<file path="src/rtl/bka_pkg.sv">
`default_nettype none
// ============================================================================
// bka_pkg -- shared types and helpers for the pipelined Brent-Kung adder
// Rev 1.0
// ============================================================================
package bka_pkg;

    localparam logic OP_ADD = 1'b0;
    localparam logic OP_SUB = 1'b1;

    // Generate/propagate pair carried through the prefix network.
    typedef struct packed {
        logic g;
        logic p;
    } gp_t;

    function automatic int up_levels(input int width);
        return $clog2(width);
    endfunction

    function automatic int dn_levels(input int width);
        return $clog2(width) - 1;
    endfunction

    function automatic gp_t bk_cell(input gp_t hi, input gp_t lo);
        gp_t r;
        r.g = hi.g | (hi.p & lo.g);
        r.p = hi.p & lo.p;
        return r;
    endfunction

endpackage
`default_nettype wire

</file>
<file path="src/rtl/bka_pipe_adder_if.sv">
`default_nettype none
// ============================================================================
// bka_pipe_adder_if -- operand/result handshake bundle of bka_pipe_adder
// Ovf exists only when BKA_PIPE_OVF_EN is defined.  Rev 1.0
// ============================================================================
interface bka_pipe_adder_if #(
    parameter int WIDTH = 32
);
    logic             in_valid;
    logic             in_ready;
    logic [WIDTH-1:0] A;
    logic [WIDTH-1:0] B;
    logic             Cin;
    logic             Sub;
    logic             out_valid;
    logic             out_ready;
    logic [WIDTH-1:0] Sum;
    logic             Cout;
`ifdef BKA_PIPE_OVF_EN
    logic             Ovf;

    modport master (output in_valid, A, B, Cin, Sub, out_ready,
                    input  in_ready, out_valid, Sum, Cout, Ovf);
    modport slave  (input  in_valid, A, B, Cin, Sub, out_ready,
                    output in_ready, out_valid, Sum, Cout, Ovf);
`else
    modport master (output in_valid, A, B, Cin, Sub, out_ready,
                    input  in_ready, out_valid, Sum, Cout);
    modport slave  (input  in_valid, A, B, Cin, Sub, out_ready,
                    output in_ready, out_valid, Sum, Cout);
`endif
endinterface
`default_nettype wire

</file>
<file path="src/rtl/bka_prefix_tree.sv">
`default_nettype none
// ============================================================================
// bka_prefix_tree -- Brent-Kung up-sweep and down-sweep as two separate halves
// Rev 1.0
// ============================================================================
module bka_prefix_tree
    import bka_pkg::*;
#(
    parameter int WIDTH = 32
) (
    input  gp_t [WIDTH-1:0] i_up_gp,
    output gp_t [WIDTH-1:0] o_up_gp,
    input  gp_t [WIDTH-1:0] i_dn_gp,
    output gp_t [WIDTH-1:0] o_dn_gp
);

    localparam int c_UP = up_levels(WIDTH);
    localparam int c_DN = dn_levels(WIDTH);

    // Up-sweep: level l combines bit i with bit i-2^l where i+1 is a multiple of 2^(l+1).
    for (genvar l = 0; l < c_UP; l++) begin : g_up
        localparam int c_SPAN = 1 << l;
        gp_t [WIDTH-1:0] w_prev;
        gp_t [WIDTH-1:0] w_lvl;
        if (l == 0) begin : g_first
            assign w_prev = i_up_gp;
        end else begin : g_next
            assign w_prev = g_up[l-1].w_lvl;
        end
        for (genvar i = 0; i < WIDTH; i++) begin : g_bit
            if (((i + 1) % (2 * c_SPAN)) == 0) begin : g_cell
                assign w_lvl[i] = bk_cell(w_prev[i], w_prev[i-c_SPAN]);
            end else begin : g_pass
                assign w_lvl[i] = w_prev[i];
            end
        end
    end

    assign o_up_gp = g_up[c_UP-1].w_lvl;

    // Down-sweep fills the remaining prefixes, widest span first.
    for (genvar k = 0; k < c_DN; k++) begin : g_dn
        localparam int c_SPAN = 1 << (c_DN - 1 - k);
        gp_t [WIDTH-1:0] w_prev;
        gp_t [WIDTH-1:0] w_lvl;
        if (k == 0) begin : g_first
            assign w_prev = i_dn_gp;
        end else begin : g_next
            assign w_prev = g_dn[k-1].w_lvl;
        end
        for (genvar i = 0; i < WIDTH; i++) begin : g_bit
            if ((((i + 1) % (2 * c_SPAN)) == c_SPAN) && ((i + 1) > (2 * c_SPAN))) begin : g_cell
                assign w_lvl[i] = bk_cell(w_prev[i], w_prev[i-c_SPAN]);
            end else begin : g_pass
                assign w_lvl[i] = w_prev[i];
            end
        end
    end

    assign o_dn_gp = g_dn[c_DN-1].w_lvl;

endmodule
`default_nettype wire

</file>
<file path="src/rtl/bka_pipe_adder.sv">
`default_nettype none
// ============================================================================
// bka_pipe_adder -- 3-stage pipelined Brent-Kung adder/subtractor, valid/ready
// Define BKA_PIPE_OVF_EN to add the signed-overflow output Ovf.  Rev 1.0
// ============================================================================
module bka_pipe_adder
    import bka_pkg::*;
#(
    parameter int WIDTH = 32
) (
    input  wire logic        clk,
    input  wire logic        rst,
    bka_pipe_adder_if.slave  bus
);

    logic             w_adv;
    logic [WIDTH-1:0] w_beff;
    logic [WIDTH-1:0] w_s1_pb;
    logic             w_ceff;
    gp_t  [WIDTH-1:0] w_s1_gp;
    gp_t  [WIDTH-1:0] w_up;
    gp_t  [WIDTH-1:0] w_dn;
    logic [WIDTH-1:0] w_pre_g;
    logic             w_unused_p;
    logic [WIDTH-1:0] w_sum;
    logic             w_cout;

    logic             r_s1_v, r_s2_v, r_s3_v;
    gp_t  [WIDTH-1:0] r_s1_gp;
    logic [WIDTH-1:0] r_s1_pb;
    logic             r_s1_c;
    gp_t  [WIDTH-1:0] r_s2_up;
    logic [WIDTH-1:0] r_s2_pb;
    logic             r_s2_c;
    logic [WIDTH-1:0] r_sum;
    logic             r_cout;

    // One advance signal moves the whole pipe, so nothing ever overtakes.
    assign w_adv         = ~r_s3_v | bus.out_ready;
    assign bus.in_ready  = w_adv;
    assign bus.out_valid = r_s3_v;
    assign bus.Sum       = r_sum;
    assign bus.Cout      = r_cout;

    // Carry-in acts as g_-1, so bit 0 already carries the whole [0:-1] group.
    always_comb begin
        w_beff  = (bus.Sub == OP_SUB) ? ~bus.B : bus.B;
        w_ceff  = bus.Cin ^ (bus.Sub == OP_SUB);
        w_s1_pb = bus.A ^ w_beff;
        for (int i = 0; i < WIDTH; i++) begin
            w_s1_gp[i].g = bus.A[i] & w_beff[i];
            w_s1_gp[i].p = w_s1_pb[i];
        end
        w_s1_gp[0].g = (bus.A[0] & w_beff[0]) | (w_s1_pb[0] & w_ceff);
        w_s1_gp[0].p = 1'b0;
    end

    bka_prefix_tree #(
        .WIDTH (WIDTH)
    ) u_tree (
        .i_up_gp (r_s1_gp),
        .o_up_gp (w_up),
        .i_dn_gp (r_s2_up),
        .o_dn_gp (w_dn)
    );

    always_comb begin
        w_unused_p = 1'b0;
        for (int i = 0; i < WIDTH; i++) begin
            w_pre_g[i] = w_dn[i].g;
            w_unused_p = w_unused_p ^ w_dn[i].p;
        end
        w_sum  = r_s2_pb ^ {w_pre_g[WIDTH-2:0], r_s2_c};
        w_cout = w_pre_g[WIDTH-1];
    end

`ifdef BKA_PIPE_OVF_EN
    logic r_s1_am, r_s1_bm, r_s2_am, r_s2_bm, r_ovf;
    logic w_ovf;

    assign w_ovf   = (r_s2_am == r_s2_bm) & (w_sum[WIDTH-1] != r_s2_am);
    assign bus.Ovf = r_ovf;

    always_ff @(posedge clk) begin
        if (w_adv) begin
            r_s1_am <= bus.A[WIDTH-1];
            r_s1_bm <= w_beff[WIDTH-1];
            r_s2_am <= r_s1_am;
            r_s2_bm <= r_s1_bm;
        end
    end

    always_ff @(posedge clk) begin
        if (rst) begin
            r_ovf <= 1'b0;
        end else if (w_adv) begin
            r_ovf <= w_ovf;
        end
    end
`endif

    always_ff @(posedge clk) begin
        if (rst) begin
            r_s1_v <= 1'b0;
            r_s2_v <= 1'b0;
            r_s3_v <= 1'b0;
            r_sum  <= '0;
            r_cout <= 1'b0;
        end else if (w_adv) begin
            r_s1_v <= bus.in_valid;
            r_s2_v <= r_s1_v;
            r_s3_v <= r_s2_v;
            r_sum  <= w_sum;
            r_cout <= w_cout;
        end
    end

    // Datapath flops follow the advance only; bubbles are marked by the valids.
    always_ff @(posedge clk) begin
        if (w_adv) begin
            r_s1_gp <= w_s1_gp;
            r_s1_pb <= w_s1_pb;
            r_s1_c  <= w_ceff;
            r_s2_up <= w_up;
            r_s2_pb <= r_s1_pb;
            r_s2_c  <= r_s1_c;
        end
    end

endmodule
`default_nettype wire

</file>
<file path="src/flat_wrapper.sv">
// flat-port wrapper written by rule: the top's interface ports become plain ports
module bka_pipe_adder_flat import bka_pkg::*;
#(
    parameter int WIDTH = 32
)
  (clk, rst, bus_in_valid, bus_A, bus_B, bus_Cin, bus_Sub, bus_out_ready, bus_in_ready, bus_out_valid, bus_Sum, bus_Cout);
  bka_pipe_adder_if #(.WIDTH(WIDTH)) bus_i ();
  input  wire logic clk;
  input  wire logic rst;
  input wire logic [$bits(bus_i.in_valid)-1:0] bus_in_valid;
  input wire logic [$bits(bus_i.A)-1:0] bus_A;
  input wire logic [$bits(bus_i.B)-1:0] bus_B;
  input wire logic [$bits(bus_i.Cin)-1:0] bus_Cin;
  input wire logic [$bits(bus_i.Sub)-1:0] bus_Sub;
  input wire logic [$bits(bus_i.out_ready)-1:0] bus_out_ready;
  output wire logic [$bits(bus_i.in_ready)-1:0] bus_in_ready;
  output wire logic [$bits(bus_i.out_valid)-1:0] bus_out_valid;
  output wire logic [$bits(bus_i.Sum)-1:0] bus_Sum;
  output wire logic [$bits(bus_i.Cout)-1:0] bus_Cout;
  assign bus_i.in_valid = bus_in_valid;
  assign bus_i.A = bus_A;
  assign bus_i.B = bus_B;
  assign bus_i.Cin = bus_Cin;
  assign bus_i.Sub = bus_Sub;
  assign bus_i.out_ready = bus_out_ready;
  assign bus_in_ready = bus_i.in_ready;
  assign bus_out_valid = bus_i.out_valid;
  assign bus_Sum = bus_i.Sum;
  assign bus_Cout = bus_i.Cout;
  bka_pipe_adder #(.WIDTH(WIDTH)) u_core (.clk(clk), .rst(rst), .bus(bus_i));
endmodule
</file>
<file path="config.mk">
export PLATFORM = sky130hd
export DESIGN_NAME = bka_pipe_adder_flat
export DESIGN_NICKNAME = d
export VERILOG_FILES = /design/src/rtl/bka_pkg.sv /design/src/rtl/bka_pipe_adder_if.sv /design/src/rtl/bka_prefix_tree.sv /design/src/rtl/bka_pipe_adder.sv /design/src/flat_wrapper.sv
export SDC_FILE = /design/constraint.sdc
export NUM_CORES = 1
export LEC_CHECK = 0
export ABC_AREA = 1
export CAP_MARGIN = 10
export CORE_MARGIN = 3
export CORE_UTILIZATION = 58
export DETAILED_ROUTE_END_ITERATION = 6
export HOLD_SLACK_MARGIN = 0.08
export PLACE_DENSITY_LB_ADDON = 0.05
export SLEW_MARGIN = 0
export SYNTH_ARGS = -nofsm -noshare
export SYNTH_HDL_FRONTEND = slang
export SYNTH_SLANG_ARGS = --single-unit
</file>
<file path="constraint.sdc">
create_clock -name clk -period 3.3 [get_ports clk]
set_clock_uncertainty 0.05 [all_clocks]
set_input_delay 0.66 -clock clk [delete_from_list [all_inputs] [get_ports clk]]
set_output_delay 0.66 -clock clk [all_outputs]
set_load 0.02 [all_outputs]
</file>
Word level (Yosys, flattened, before mapping)

Index checks and enable logic that the tools add are counted.

Bits in registers: 223
Bits of input ports: 70
Output and inout port bits: 35
Logic and storage cells: 311

Muxes and demuxes: 1
Bitwise logic cells: 180

Operators by type and width:

| operator           | count |
|---|---|
| 1-bit bitwise AND  | 116 |
| 32-bit bitwise XOR | 2 |
| 1-bit OR           | 59 |
| 32-bit two-way mux | 1 |
| 32-bit NOT         | 1 |
| 1-bit NOT          | 1 |
| 1-bit bitwise XOR  | 1 |

Logic depth before layout (Yosys ltp)

Gate-level depths: netlist of run 1.

Depth in word-level cells: 10
Mapped depth: 10
Depth with buffers taken out: 10

Modules after synthesis

A second synthesis of run 1 with hierarchy kept.

Cell total of the unflattened synthesis: 816
Area total of the unflattened synthesis: 8971.1 µm²

Modules (own cells, without submodules):

| module          | instances | cells each | area an instance (µm²) | seq. area each (µm²) |
|---|---|---|---|---|
| bka_pipe_adder  | 1         | 591        | 7712.4                 | 5585.4 |
| bka_prefix_tree | 1         | 225        | 1258.7                 | 0.0 |

Worst setup path after synthesis of run 1

OpenSTA, ideal clock, no wires.

Kind: input -> output
Start point: input bus_out_ready
End point: output bus_in_ready
Arrival time: 1655 ps
Data required time: 2590 ps
Setup slack: 935 ps
Stages: 4
Buffers on the path: 2
Cell sequence: nor2_4 inv_2 buf_6 buf_6

Longest elaborated chain between the ends: 1

RTL lines:

| what               | RTL line             | RTL |
|---|---|---|
| start: declaration | flat_wrapper.sv:15   | `input wire logic [$bits(bus_i.out_ready)-1:0] bus_out_ready;` |
| 1-bit OR           | bka_pipe_adder.sv:39 | `assign w_adv = ~r_s3_v \| bus.out_ready;` |
| end: declaration   | flat_wrapper.sv:16   | `output wire logic [$bits(bus_i.in_ready)-1:0] bus_in_ready;` |

No other way between the ends.

Final worst setup path of run 1

Same ends and word-level chain as after synthesis.

==> impl_metrics.json, run 1 <==
{
  "die-area_um2": 13700,
  "finalMaxSlewViolations": 0,
  "io_buffers": 104,
  "post-route-period-util_pct": 79.7,
  "yosys.cell_types.count": 23,
  "cts_sinks": 177,
  "cts_max_level": 4,
  "fin_crit_ns": 2.63,
  "synth_fp_nets": 639,
  "grt_max_degree": 179,
  "vias_per_cell": 5.16,
  "clk_transition_reported_paths_ns": 0.06,
  "drt_drc_violations_left": 0,
  "core.rowCount": 39,
  "vias": 4085,
  "p_leak_uw": 0.00383,
  "place.gp.congestion": 0.786,
  "setup_tns_ns": 0,
  "max_stage_delay_ns": 0.61,
  "clockBufferDepth": 2,
  "outcome": "complete, no violations",
  "final_core_util_pct": 75.4,
  "ioPinCount": 105,
  "cts_tree": "built",
  "met2_wirelength_mm": 5.99,
  "hp-class": "reg -> reg",
  "max_freq_ghz": 0.380,
  "area_growth_pct": 23.7,
  "hold_viol": 0,
  "first_pass_iters": 4,
  "numCtsBuffers": 17,
  "start_util_pct": 61.0,
  "maxSlewHeadroom_pct": 42.8,
  "grt_pass1_vias": 3970,
  "n_antenna_cell": 0,
  "worst_path_max_delay_cell": "clkdlybuf4s50_1",
  "hold_path_depth": 0,
  "dp_cells": 760,
  "ys_ff_latch": 177,
  "max-cap-violations": 0,
  "critPathKind": "in -> out",
  "p_per_area_nw_per_um2": 639,
  "insertion_delay_ns": 0.41,
  "ys_seq_area_share_pct": 69.4,
  "syn_area_per_cell_um2": 13.7,
  "worst-slew-pin-transition_ns": 0.857,
  "dp_hpwl_mm": 8.05,
  "crit_chain": "clkdlybuf4s50_1, nor2_4, inv_6, clkdlybuf4s50_1",
  "wl_per_cell_um": 15.1,
  "drt-met1-wl_mm": 4.97,
  "synth_cells": 522,
  "yosys_warnings": 0,
  "ctsResizeCount": 0,
  "antenna_found_initial": 0,
  "cts_setup_buffers": 0,
  "core_um2": 11700,
  "final_layout_size_suffix_gt1_share_pct": 5.25,
  "highest_layer": "met4",
  "synth_edf_count": 141,
  "netlist_area_um2": 7140,
  "synth.top_cell.area_share_pct": 59.3,
  "vdd_ir_drop_max_uv": 379,
  "grt_first_pass_wirelength_mm": 19.0,
  "rsz0062_at_grt": "no",
  "crit_top_cell": "clkdlybuf4s50_1",
  "ctsRootBufferMaster": "clkbuf_16",
  "start_kind": "input pin",
  "die_y_um": 117,
  "endpoint_kind": "output pin",
  "required_ns": 2.59,
  "synth_area_leaders": "edfxtp_1 (59%), dfxtp_1 (10%), ha_1 (8.2%)",
  "setup_violations": 0,
  "postCtsHoldBufs": 0,
  "die_width_um": 117,
  "reg2regPathDepth": 9,
  "cp.arrival_ns": 1.92,
  "first_iter_violations": 283,
  "grt_util_all_layers_pct": 18.6,
  "final_cells": 791,
  "async_reset_ff_share_pct": 0,
  "dr_wl_met3_um": 813,
  "grt_overflow": 0,
  "antenna_left": 0,
  "critPathMaxFanout": 2,
  "nNetsFinal": 753,
  "whs_ns": 0.369,
  "yosys.area.top_type": "edfxtp_1",
  "synth_flop_cell": "edfxtp_1",
  "totalWireLength_mm": 11.9
}
-- synth_stat cells (3+ instances only) --
| cell type | instances |
|---|---|
| clkbuf_1 | 3 |
| o21ai_0 | 20 |
| buf_4 | 3 |
| buf_2 | 4 |
| nand3_1 | 4 |
| dfxtp_1 | 36 |
| inv_1 | 36 |
| nor2_1 | 64 |
| ha_1 | 47 |
| o21bai_1 | 15 |
| edfxtp_1 | 141 |
| o21ai_1 | 15 |
| xor2_1 | 32 |
| a21o_1 | 13 |
| a21oi_1 | 13 |
| xnor2_1 | 17 |
| nand2_1 | 49 |
| buf_6 | 4 |
-- path summary, 6_finish.rpt --
path                      start  slack [ns]            endpoint
max reg2reg  u_core.r_s2_up[31]        1.49  u_core.bus.Sum[31]
max               bus_out_ready        0.67        bus_in_ready
min reg2reg   u_core.r_s1_pb[0]        0.37   u_core.r_s2_pb[0]
min           u_core.r_s1_pb[0]        0.37   u_core.r_s2_pb[0]
-- layer usage --
layer  up-vias  global-route usage [%]
met4         0                    6.88
met3        13                    5.81
met5         -                       0
li1       2035                       -
met1      1923                    23.3
met2       114                    30.7
-- state kept, by name (all words and copies together) (netlist names) --
register	cells
u_core.r_s2_up	43
u_core.bus.Sum	32
u_core.r_s1_gp	32
u_core.r_s1_pb	32
u_core.r_s2_pb	32
u_core.bus.Cout	1
u_core.bus.out_valid	1
u_core.r_s1_c	1
u_core.r_s1_v	1
u_core.r_s2_c	1
u_core.r_s2_v	1
-- final cells by class --
| type | instances | area, um2 |
|---|---|---|
| Clock inverter | 9 | 66.3 |
| Inverter | 37 | 144 |
| Sequential cell | 177 | 4950 |
| Fill cell | 777 | 2880 |
| Tap cell | 143 | 179 |
| Clock buffer | 22 | 454 |
| Multi-Input combinational cell | 294 | 1950 |
| Timing Repair Buffer | 109 | 1090 |
-- through the flow --
step	power [uW]	setup slack, ns	cell area (um2)
after floorplan	3490	0.935	7140
after global placement	3880	0.660	8310
after detailed placement	3920	0.674	8310
after CTS	5710	0.659	8830
after global routing	5910	0.636	8830
final	5650	0.670	8830
-- layout by cell type, fill, tap and decap left out, types with 15 or more instances in the layout --
cell type / synthesis / final
nor2_1: 64 / 64
o21ai_0: 20 / 20
nand2_1: 49 / 49
clkbuf_16: 0 / 17
dfxtp_1: 36 / 36
clkdlybuf4s50_1: 0 / 103
o21bai_1: 15 / 15
xnor2_1: 17 / 17
inv_1: 36 / 36
ha_1: 47 / 47
xor2_1: 32 / 32
o21ai_1: 15 / 15
edfxtp_1: 141 / 141
-- cells by family (layout without fill, tap and decap cells) --
group	count (synthesis)	after routing	synth area share [%]
compound gates	77	77	6.43
xor+xnor	49	49	6.01
fa+ha+maj	47	47	8.23
buf+inv	51	177	3.33
flops	177	177	69.4
simple gates	121	121	6.64
-- power breakdown --
group,total [uW],internal [uW],switching (uW)
registers,2990,2820,168
logic,887,442,445
clock network,1770,1040,735
-- worst max-delay path, delay by kind of cell --
kind / cells / cell delay [ns]
AND/OR/NAND/NOR: 1 / 0.07
buffers and inverters: 3 / 1.19
Note: power is estimated with default switching activity, not from simulation.
==> inputs of run 2 (changes only) <==
Settings changed: CORE_UTILIZATION 58 to 49.
Clock period 3.3 ns to 2.35 ns, I/O delays scaled along.
==> impl_metrics.json, run 2 (same netlist as run 1, synthesis figures left out) <==
{
  "final_common_cell": "edfxtp_1",
  "setup_violations": 0,
  "grt_util_all_layers_pct": 15.9,
  "rr_startpoint": "u_core.r_s2_up[31]",
  "place.gp.congestion": 0.768,
  "die_width_um": 127,
  "cts_sinks": 177,
  "grt_first_pass_wirelength_mm": 19.7,
  "drt_drc_violations_left": 0,
  "hold_viol": 0,
  "largest-register": "u_core.r_s2_up",
  "cts_setup_buffers": 0,
  "vias_per_cell": 4.90,
  "clk_transition_reported_paths_ns": 0.06,
  "dp_hpwl_mm": 8.56,
  "finalMaxSlewViolations": 0,
  "max-cap-violations": 0,
  "hp-start": "u_core.r_s1_pb[0]",
  "post_dp_cell_area_um2": 8420,
  "postCtsHoldBufs": 0,
  "grt_pass1_vias": 4150,
  "core_um2": 14100,
  "layout_common_cells": "edfxtp_1 (141), clkdlybuf4s50_1 (103), nor2_1 (64)",
  "crit_chain": "clkdlybuf4s50_1, nor2_4, inv_6, clkdlybuf4s50_1",
  "ctsResizeCount": 0,
  "max_stage_delay_ns": 0.61,
  "vdd_ir_drop_max_uv": 604,
  "start_util_pct": 50.7,
  "cts_tree": "built",
  "vias": 4089,
  "max_freq_ghz": 0.443,
  "crit_top_cell": "clkdlybuf4s50_1",
  "nNetsFinal": 758,
  "die_y_um": 127,
  "hp-class": "reg -> reg",
  "stdcell_area_um2": 8960,
  "largest_reg_flops": 43,
  "cp.arrival_ns": 1.74,
  "required_ns": 1.83,
  "outcome": "complete, no violations",
  "start_kind": "input pin",
  "io_buffers": 104,
  "clockBufferDepth": 2,
  "antenna_left": 0,
  "insertion_delay_ns": 0.42,
  "critPathMaxFanout": 3,
  "rsz0062_at_grt": "no",
  "setup_tns_ns": 0,
  "die-area_um2": 16100,
  "p_leak_uw": 0.00386,
  "maxSlewHeadroom_pct": 66.2,
  "worst_path_max_delay_cell": "clkdlybuf4s50_1",
  "cts_max_level": 4,
  "grt_max_degree": 64,
  "grt_overflow": 0,
  "multi_input_area_um2": 1950,
  "startpoint": "bus_out_ready",
  "n_fill_cell": 1085,
  "regArea_um2": 4950,
  "ctsRootBufferMaster": "clkbuf_16",
  "first_iter_violations": 256,
  "core.rowCount": 43,
  "totalWireLength_mm": 12.2,
  "r2r_setup_slack_ns": 0.47,
  "p_per_area_nw_per_um2": 895,
  "wl_per_cell_um": 14.6,
  "numCtsBuffers": 17,
  "ioPinCount": 105,
  "area_growth_pct": 25.5,
  "final_layout_size_suffix_gt1_share_pct": 5.50,
  "worst-slew-pin-transition_ns": 0.507,
  "antenna_found_initial": 0,
  "post-route-period-util_pct": 96.1,
  "endpoint_kind": "output pin",
  "critPathKind": "in -> out",
  "n_antenna_cell": 0,
  "fin_crit_ns": 2.26,
  "first_pass_iters": 4
}
==> run 2: layout make-up <==
type                    count  share of cell area, %
clock buffers              31                   5.67
clock inverters             1                  0.335
inverters                  37                   1.61
multi-input cells         294                   21.8
flip-flops and latches    177                   55.3
well taps                 180                   2.51
repair buffers            114                   12.8
==> run 2: through the flow <==
stage	util (%)	total power, uW	setup slack (ns)	hold WS (ns)	std cells
6_report	63.6	8020	0.0924	0.374	834
3_3_place_gp	59.8	5470	0.0766	0.357	802
2_1_floorplan	-	4890	0.353	0.350	522
4_1_cts	63.6	8110	0.0674	0.376	834
5_1_grt	63.6	8430	0.0353	0.391	834
3_5_place_dp	59.8	5520	0.0821	0.363	802
==> run 2: where the power goes <==
| group | switching (uW) | internal (uW) |
|---|---|---|
| registers | 241 | 3960 |
| logic | 617 | 623 |
| clock network | 1040 | 1550 |
| total | 1900 | 6130 |
==> run 2: routing by layer <==
layer  GRT usage [%]  share of wire [%]  vias up
li1                -                  -     2041
met1            20.3                 45     1935
met2            26.0                 48       94
met3            4.08                5.5       19
met4            6.75                1.9        0
met5               0                  0        -
==> run 2: worst paths after layout <==
check | endpoint | cells after the start
setup / recovery | bus_in_ready | 4
setup reg to reg | u_core.bus.Sum[31] | 9
hold reg to reg | u_core.r_s2_pb[0] | 0
hold / removal | u_core.r_s2_pb[0] | 0
==> run 2: worst max-delay path, delay by kind of cell <==
kind | cells | cell delay (ns)
buf+inv | 3 | 1.20
simple gates | 1 | 0.06
==> inputs of run 3 (changes only) <==
Settings changed: CORE_MARGIN 3 to not set.
==> impl_metrics.json, run 3 (same netlist as run 1, synthesis figures left out) <==
{
  "outcome": "complete, no violations",
  "die_width_um": 123,
  "p_comb_share_pct": 14.8,
  "numCtsBuffers": 17,
  "clockBufferDepth": 2,
  "die_y_um": 123,
  "p_sw_uw": 1970,
  "critPathKind": "in -> out",
  "cts_max_level": 4,
  "vias_per_cell": 4.91,
  "p_leak_uw": 0.00392,
  "place.gp.congestion": 0.731,
  "stdcell_area_um2": 9060,
  "rsz0062_at_grt": "no",
  "grt_util_all_layers_pct": 17.0,
  "hold_viol": 0,
  "setup_violations": 0,
  "max_stage_delay_ns": 0.57,
  "largest-register": "u_core.r_s2_up",
  "fin_crit_ns": 2.01,
  "clkPwrFrac_pct": 35.3,
  "setup_tns_ns": 0,
  "layout_common_cells": "edfxtp_1 (141), clkdlybuf4s50_1 (102), nor2_1 (64)",
  "post-route-period-util_pct": 85.7,
  "grt_overflow": 0,
  "final_layout_size_suffix_gt1_share_pct": 6.73,
  "post_dp_cell_area_um2": 8430,
  "required_ns": 1.83,
  "total_power_uw": 8410,
  "start_util_pct": 50.9,
  "endpoint_kind": "output pin",
  "insertion_delay_ns": 0.42,
  "maxSlewHeadroom_pct": 76.2,
  "power_switching_share_pct": 23.4,
  "cts_sinks": 177,
  "seqPwrFrac_pct": 50.0,
  "worst_path_max_delay_cell": "clkdlybuf4s50_1",
  "ioPinCount": 105,
  "grt_max_degree": 54,
  "ctsRootBufferMaster": "clkbuf_16",
  "crit_chain": "clkdlybuf4s50_1, nor2_4, inv_6, buf_12",
  "max-cap-violations": 0,
  "postCtsHoldBufs": 0,
  "cts_tree": "built",
  "intPower_uw": 6450,
  "core_um2": 14000,
  "grt_first_pass_wirelength_mm": 18.7,
  "antenna_left": 0,
  "cts_setup_buffers": 0,
  "antenna_found_initial": 0,
  "clk_transition_reported_paths_ns": 0.06,
  "totalWireLength_mm": 11.9,
  "vdd_ir_drop_max_uv": 579,
  "ctsResizeCount": 0,
  "drt_drc_violations_left": 0,
  "worst-slew-pin-transition_ns": 0.356,
  "io_buffers": 104,
  "critPathMaxFanout": 25,
  "largest_reg_flops": 43,
  "first_iter_violations": 233,
  "first_pass_iters": 4,
  "die-area_um2": 15100,
  "grt_pass1_vias": 3978,
  "p_per_area_nw_per_um2": 929,
  "start_kind": "input pin",
  "finalMaxSlewViolations": 0,
  "hp-class": "reg -> reg",
  "nNetsFinal": 758,
  "area_growth_pct": 26.8,
  "final_common_cell": "edfxtp_1",
  "core.rowCount": 43,
  "n_antenna_cell": 0,
  "max_freq_ghz": 0.497,
  "wl_per_cell_um": 14.3,
  "cp.arrival_ns": 1.49,
  "vias": 4093,
  "dp_hpwl_mm": 8.09
}
==> run 3: final timing paths <==
kind | startpoint | endpoint | slack, ns | cells past startpoint
setup reg to reg | u_core.r_s2_up[31] | u_core.bus.Sum[31] | 0.43 | 9
hold / removal | u_core.r_s1_c | u_core.r_s2_c | 0.38 | 0
hold reg to reg | u_core.r_s1_c | u_core.r_s2_c | 0.38 | 0
setup / recovery | bus_out_ready | bus_in_ready | 0.34 | 4
==> run 3: routing by layer <==
metal | track usage, % | vias up | routed length [um]
met5 | 0 | - | 0
met4 | 7.85 | 0 | 208
met3 | 4.60 | 18 | 546
met2 | 26.9 | 93 | 5540
met1 | 21.8 | 1933 | 5630
li1 | - | 2049 | -
==> run 3: final cells by class <==
type,count,area (um2)
clock buffers,18,429
flip-flops and latches,177,4950
inverters,37,144
well taps,180,225
clock inverters,14,194
multi-input cells,294,1950
fillers,1067,4990
repair buffers,114,1160
==> run 3: power by group through the flow <==
stage          logic [uW]  registers [uW]  clock network (uW)
3_5_place_dp         1260            4270                   0
2_1_floorplan         549            4350                   0
4_1_cts              1270            4210                3010
5_1_grt              1380            4260                3110
6_report             1240            4200                2970
3_3_place_gp         1230            4250                   0
==> run 3: through the flow <==
step / utilization, % / setup slack, ns / hold slack [ns] / instances
global placement: 60.1 / 0.314 / 0.354 / 802
global route: 64.5 / 0.309 / 0.400 / 834
detailed placement: 60.1 / 0.289 / 0.365 / 802
finish: 64.5 / 0.337 / 0.377 / 834
floorplan: - / 0.353 / 0.350 / 522
CTS: 64.5 / 0.335 / 0.378 / 834
==> run 3: critical path: cells and delay by family <==
family	cells	cell delay [ns]
simple gates	1	0.08
buf+inv	3	0.93
